==> src/rtl/corevx_mem_arbiter.sv <==
// corevx_mem_arbiter: icache/dcache memory ports onto one memory port.
// Define COREVX_ARB_ROUND_ROBIN_EN for round-robin ties (else m0 wins).
module corevx_mem_arbiter (
  input  logic        clk,
  input  logic        rst_n,
  input  logic [33:0] m0_address,
  input  logic [4:0]  m0_burstcount,
  input  logic        m0_read,
  input  logic        m0_write,
  input  logic [31:0] m0_writedata,
  input  logic [3:0]  m0_byteenable,
  output logic        m0_waitrequest,
  output logic [31:0] m0_readdata,
  output logic        m0_readdatavalid,
  output logic [1:0]  m0_response,
  input  logic [33:0] m1_address,
  input  logic [4:0]  m1_burstcount,
  input  logic        m1_read,
  input  logic        m1_write,
  input  logic [31:0] m1_writedata,
  input  logic [3:0]  m1_byteenable,
  output logic        m1_waitrequest,
  output logic [31:0] m1_readdata,
  output logic        m1_readdatavalid,
  output logic [1:0]  m1_response,
  output logic [33:0] mem_address,
  output logic [4:0]  mem_burstcount,
  output logic        mem_read,
  output logic        mem_write,
  output logic [31:0] mem_writedata,
  output logic [3:0]  mem_byteenable,
  input  logic        mem_waitrequest,
  input  logic [31:0] mem_readdata,
  input  logic        mem_readdatavalid,
  input  logic [1:0]  mem_response
);

  typedef enum logic {
    IDLE,
    GRANTED
  } state_t;

  state_t      state;
  state_t      state_nx;
  logic        gnt;
  logic        gnt_nx;
  logic [4:0]  beats;
  logic [4:0]  beats_nx;
  logic        is_read;
  logic        is_read_nx;
  logic        accepted;
  logic        accepted_nx;

  logic        req0;
  logic        req1;
  logic        win;
  logic [4:0]  win_bc;
  logic        busy;
  logic        rd_acc;
  logic        wr_acc;
  logic        rd_beat;

  assign req0 = m0_read | m0_write;
  assign req1 = m1_read | m1_write;

`ifdef COREVX_ARB_ROUND_ROBIN_EN
  logic last_gnt;

  assign win = (req0 & req1) ? ~last_gnt : ~req0;

  // last-grant flag: the master granted most recently loses the next tie
  always_ff @(posedge clk) begin
    if (!rst_n) begin
      last_gnt <= 1'b1;
    end else if (state == IDLE && (req0 | req1)) begin
      last_gnt <= win;
    end
  end
`else
  assign win = ~req0;
`endif

  assign win_bc = win ? m1_burstcount : m0_burstcount;
  assign busy   = (state == GRANTED);

  // granted master drives the memory command; read is issued only once
  always_comb begin
    mem_address    = '0;
    mem_burstcount = '0;
    mem_read       = 1'b0;
    mem_write      = 1'b0;
    mem_writedata  = '0;
    mem_byteenable = '0;
    if (busy) begin
      mem_address    = gnt ? m1_address : m0_address;
      mem_burstcount = gnt ? m1_burstcount : m0_burstcount;
      mem_writedata  = gnt ? m1_writedata : m0_writedata;
      mem_byteenable = gnt ? m1_byteenable : m0_byteenable;
      mem_read       = is_read & ~accepted & (gnt ? m1_read : m0_read);
      mem_write      = ~is_read & (gnt ? m1_write : m0_write);
    end
  end

  assign rd_acc  = mem_read & ~mem_waitrequest;
  assign wr_acc  = mem_write & ~mem_waitrequest;
  assign rd_beat = busy & is_read & mem_readdatavalid;

  assign m0_waitrequest   = ~(busy & ~gnt) | mem_waitrequest;
  assign m1_waitrequest   = ~(busy & gnt) | mem_waitrequest;
  assign m0_readdatavalid = rd_beat & ~gnt;
  assign m1_readdatavalid = rd_beat & gnt;
  assign m0_readdata      = mem_readdata;
  assign m1_readdata      = mem_readdata;
  assign m0_response      = mem_response;
  assign m1_response      = mem_response;

  // next-state: arbitrate in IDLE, count beats until the burst completes
  always_comb begin
    state_nx    = state;
    gnt_nx      = gnt;
    beats_nx    = beats;
    is_read_nx  = is_read;
    accepted_nx = accepted;
    unique case (state)
      IDLE: begin
        if (req0 | req1) begin
          state_nx    = GRANTED;
          gnt_nx      = win;
          beats_nx    = (win_bc == 5'd0) ? 5'd1 : win_bc;
          is_read_nx  = win ? m1_read : m0_read;
          accepted_nx = 1'b0;
        end
      end
      GRANTED: begin
        if (rd_acc) begin
          accepted_nx = 1'b1;
        end
        if ((is_read && rd_beat) || (!is_read && wr_acc)) begin
          if (beats == 5'd1) begin
            state_nx = IDLE;
          end else begin
            beats_nx = beats - 5'd1;
          end
        end
      end
    endcase
  end

  // state register
  always_ff @(posedge clk) begin
    if (!rst_n) begin
      state    <= IDLE;
      gnt      <= 1'b0;
      beats    <= 5'd0;
      is_read  <= 1'b0;
      accepted <= 1'b0;
    end else begin
      state    <= state_nx;
      gnt      <= gnt_nx;
      beats    <= beats_nx;
      is_read  <= is_read_nx;
      accepted <= accepted_nx;
    end
  end

endmodule

==> config.mk <==
export PLATFORM = sky130hd
export DESIGN_NAME = corevx_mem_arbiter
export DESIGN_NICKNAME = d
export VERILOG_FILES = /design/src/rtl/corevx_mem_arbiter.sv
export SDC_FILE = /design/constraint.sdc
export NUM_CORES = 1
export LEC_CHECK = 0
export CORE_AREA = 5 5 128 130
export DETAILED_ROUTE_END_ITERATION = 7
export DIE_AREA = 0 0 133 135
export HOLD_SLACK_MARGIN = 0.03
export PLACE_DENSITY = 0.63
export SKIP_CTS_REPAIR_TIMING = 1
export SYNTH_ARGS = -nofsm -noshare
export SYNTH_HDL_FRONTEND = slang
export SYNTH_SLANG_ARGS = --single-unit
export TNS_END_PERCENT = 1
==> constraint.sdc <==
create_clock -name clk -period 4.3 [get_ports clk]
set_input_delay 0.86 -clock clk [delete_from_list [all_inputs] [get_ports clk]]
set_output_delay 0.86 -clock clk [all_outputs]
set_load 0.1 [all_outputs]
-- Yosys cells after proc, flatten, opt, wreduce, memory -nomap -nowiden
Cells that the tools add are included.
- register bits: 9
- latch bits: 0
- memory bits (writable): 0
- memory bits (read-only): 0
- bits of input ports: 192
- logic and storage cells: 69
- memories kept: 0
- $add $sub $neg: 1
- multiply operators: 0
- divide/modulo/power cells: 0
- magnitude comparators: 0
- equality and inequality tests: 5
- shift operators: 0
- muxes and demuxes: 26
- bitwise logic cells: 24
- reduce and logical (&&, ||, !) cells: 8
- operator list (cell ; number):
    34-bit 2-to-1 mux ; 2
    32-bit 2-to-1 mux ; 2
    5-bit 2-to-1 mux ; 7
    1-bit bitwise AND ; 11
    1-bit 2-to-1 mux ; 10
    5-bit case mux with 2 select lines ; 1
    4-bit 2-to-1 mux ; 2
    1-bit inverter ; 8
    5-bit by 1-bit equality test with 1-bit output, second input constant ; 1
    5-bit logical NOT ; 1
    1-bit bitwise OR ; 5
    5-bit by 1-bit subtractor with 5-bit output, second input constant ; 1
    2-bit by 1-bit inequality test with 1-bit output, second input constant ; 2
    2-bit inequality test, second input constant ; 2
    1-bit case mux with 2 select lines ; 2
    2-bit AND reduction ; 2
    3-bit AND reduction ; 1
    1-bit logical AND ; 2
    1-bit logical NOT ; 1
    1-bit logical OR ; 1

-- Depth between registers and ports, before layout
- word-level depth: 8
- mapped depth: 6
- gate-level depth less buffers: 6

-- Least setup slack after synthesis
OpenSTA, ideal clock, no wires.
- kind: register to output
- from: register state, in the netlist busy
- to: output port m0_readdatavalid
- arrival time: 3.322 ns
- data required time: 3.440 ns
- setup slack: 0.118 ns
- stages on the path, launching flop included: 5
- path buffers: 3
- path through: dfxtp_1 clkbuf_1 buf_1 clkbuf_1 nor3b_1
- cells in the longest elaborated chain, start to end: 3
- ends and longest elaborated chain (element ; RTL line ; text):
    from (decl) ; 43 ; state_t state;
    from (signal assigned) ; 158 ; state <= state_nx;
    1-bit bitwise AND (2 in a row) ; 106 ; assign rd_beat = busy & is_read & mem_readdatavalid;
    1-bit bitwise AND ; 110 ; assign m0_readdatavalid = rd_beat & ~gnt;
    to (decl) ; 14 ; output logic m0_readdatavalid,
Every way passes these cells.

-- Worst setup path after layout
- from: input port m0_write
- to: output port mem_write
- cells in the longest elaborated chain, start to end: 3
- ends and longest elaborated chain (element ; RTL line ; text):
    from (decl) ; 9 ; input logic m0_write,
    1-bit 2-to-1 mux ; 100 ; mem_write = ~is_read & (gnt ? m1_write : m0_write);
    1-bit bitwise AND ; 100 ;
    1-bit 2-to-1 mux ; 94 ; if (busy) begin
    to (decl) ; 29 ; output logic mem_write,
Every way passes these cells.

==> flow_summary.json <==
{
  "core_sq_mm": 0.0150,
  "setup-violations-final": 0,
  "syn_area_sq_mm": 0.00248,
  "first_global_vias": 2828,
  "clk_path_buf_depth": 2,
  "cts_inserted_buffers": 3,
  "async_flop_share_pct": 0,
  "synthTopCellsByArea": "mux2i_1 (33%), buf_4 (21%), nor2b_1 (19%), dfxtp_1 (7.3%), clkbuf_1 (1.5%)",
  "ys_types": 38,
  "max-slew-margin-rel_pct": 51.8,
  "grt_pass1_wl_um": 15700,
  "cp_num_buf_inv": 2,
  "path_clk_slew_ps": 40,
  "row_count": 45,
  "synth_top_area_share_pct": 32.7,
  "crit_path_start_kind": "input port",
  "crit_path_max_incr_delay_ps": 560,
  "pre_cts_ws_ps": 1240,
  "io_buffers": 238,
  "crit_required_ps": 3440,
  "drc": 0,
  "clkLatencyLatePin_ps": 240,
  "crit_path_end_kind": "primary output",
  "fin_skew_ps": 3.42,
  "synth.largest_area_cell": "mux2i_1",
  "use_met2_pct": 18.9,
  "first_iter_violations": 85,
  "rsz0062_at_grt": "false",
  "yosysWarningCount": 0,
  "reg2reg_from": "gnt$_SDFFE_PN0P_",
  "r2r_slack_ps": 2150,
  "die_w_um": 133,
  "total_power_w": 0.00121,
  "cp_data_arrival_time_ps": 2180,
  "drt_pass1_iterations": 6,
  "path_depth": 4,
  "grt_use_met1_pct": 11.6,
  "hpwl_um": 9250,
  "endpoint": "mem_write",
  "crit_slowest_cell": "clkdlybuf4s50_1",
  "syn_to_final_growth_pct": 78.8,
  "cts_root_buffer": "clkbuf_16",
  "cts.sinks": 9,
  "synth_ff_type": "dfxtp_1",
  "final_layout_size_suffix_gt1_share_pct": 19.7,
  "crit_path_cell_trace": "clkdlybuf4s50_1 > mux2i_1 > nor3b_1 > buf_4",
  "final_nets": 671,
  "hold_class": "reg -> reg",
  "maxCapViolCount": 0,
  "synthCells": 318,
  "whs_ps": 512,
  "cts_tree": "yes",
  "final_common_cell": "clkdlybuf4s50_1",
  "hold_viol": 0,
  "top_usage_layer": "met2",
  "r2r-end": "beats[0]$_SDFFE_PN0P_",
  "irDropWorstVdd_uv": 146,
  "synth-edff-count": 0,
  "grt_antenna_before_repair": 0,
  "antenna_cells": 0,
  "overflow": 0,
  "track_usage_pct": 10.7,
  "mostFrequentLayoutCells": "clkdlybuf4s50_1 (157), buf_4 (84), mux2i_1 (81)",
  "fp.dieH_um": 135,
  "top_level_ports": 341,
  "syn-num-nets": 512,
  "met3_usage_pct": 4.62,
  "worstRegToRegCells": 4,
  "startpoint": "m0_write",
  "crit_family": "buffers and inverters",
  "dieArea_sq_mm": 0.0180,
  "synth_seq_cells": 9,
  "wl_per_cell_um": 16.5,
  "initial_core_util_pct": 16.5,
  "fin_crit_sh_pct": 70.8,
  "avgSynthCellArea_sq_um": 7.80,
  "vias": 2686,
  "wl_um": 11000,
  "vias_per_cell": 4.05,
  "gp_congestion": 0.747,
  "tightest_slew_ps": 723,
  "route.antenna.remaining_nets": 0,
  "ys_seq_area_share_pct": 7.27,
  "htree_levels": 1,
  "cp_max_fo": 5,
  "outcome": "completed",
  "period_minus_slack_ps": 3040,
  "setup_tns_ps": 0,
  "fin_ws_ps": 1260,
  "slew_violations": 0,
  "cellLeakagePower_nw": 1.75,
  "grt_start_max_net_pins": 50,
  "power.density_mw_per_mm2": 273,
  "fmax_mhz": 329,
  "critPathKind": "in -> out"
}
[registers in the layout, indices dropped and copies added, names as in the netlist]
signal / cells
accepted: 1
is_read: 1
beats: 5
gnt: 1
busy: 1
[report_power, final]
| part | leakage [nW] | internal, W | total (W) | switching, W |
|---|---|---|---|---|
| combinational | 1.64 | 0.000311 | 0.000913 | 0.000602 |
| clock | 0.0382 | 0.000124 | 0.000170 | 0.0000455 |
| sequential | 0.0754 | 0.0000948 | 0.000125 | 0.0000304 |
| total | 1.75 | 0.000531 | 0.00121 | 0.000677 |
[area by class of cell]
class / instances / area (sq um)
Sequential cell: 9 / 185
Multi-Input combinational cell: 216 / 1690
Fill cell: 1581 / 10600
Clock buffer: 4 / 78.8
Inverter: 5 / 18.8
Timing Repair Buffer: 242 / 2220
Tap cell: 188 / 235
[through the flow]
stage                     util, %  instance area, sq um  cells
after floorplan                 -                  2480    318
after global placement       29.0                  4350    660
after detailed placement     29.0                  4350    660
after CTS                    29.5                  4430    664
after global routing         29.5                  4430    664
final                        29.5                  4430    664
[cell families (layout without fill, tap and decap cells)]
logic type / count (synthesis) / in the layout / synth area share (%)
simple gates: 110 / 110 / 26.9
buf+inv: 93 / 251 / 24.5
mux: 82 / 82 / 33.3
compound gates: 22 / 22 / 7.01
flops: 9 / 9 / 7.27
fa+ha+maj: 2 / 2 / 1.01
[cell usage after synthesis (all sizes together) (3+ instances only)]
cell type	instances
mux2i	81
buf	78
nor2b	76
clkbuf	10
dfxtp	9
nand2	6
inv	5
nor2	5
a21oi	4
and2	4
nand2b	4
nand3	4
a32o	3
nor4	3
o21ai	3
[how the worst min path moves through the flow]
stage / from / to / cells after the start / slack (ps)
finish: accepted$_SDFFE_PN0P_ / accepted$_SDFFE_PN0P_ / 2 / 510
global route: accepted$_SDFFE_PN0P_ / accepted$_SDFFE_PN0P_ / 2 / 540
CTS: accepted$_SDFFE_PN0P_ / accepted$_SDFFE_PN0P_ / 2 / 510
detailed placement: accepted$_SDFFE_PN0P_ / accepted$_SDFFE_PN0P_ / 2 / 500
global placement: accepted$_SDFFE_PN0P_ / accepted$_SDFFE_PN0P_ / 2 / 490
floorplan: accepted$_SDFFE_PN0P_ / accepted$_SDFFE_PN0P_ / 2 / 470
[routing by layer]
layer | vias up | wire length, um
met2 | 143 | 5440
met4 | 0 | 226
met1 | 1183 | 4100
met3 | 30 | 1190
li1 | 1330 | -
met5 | - | 0
[worst reg2reg max path: cells and delay by family (launching register included)]
kind / cells / cell delay (ps)
AOI/OAI and AO/OA: 3 / 980
DFF: 1 / 790
muxes: 1 / 270
Note: power is estimated with default switching activity, not from simulation.
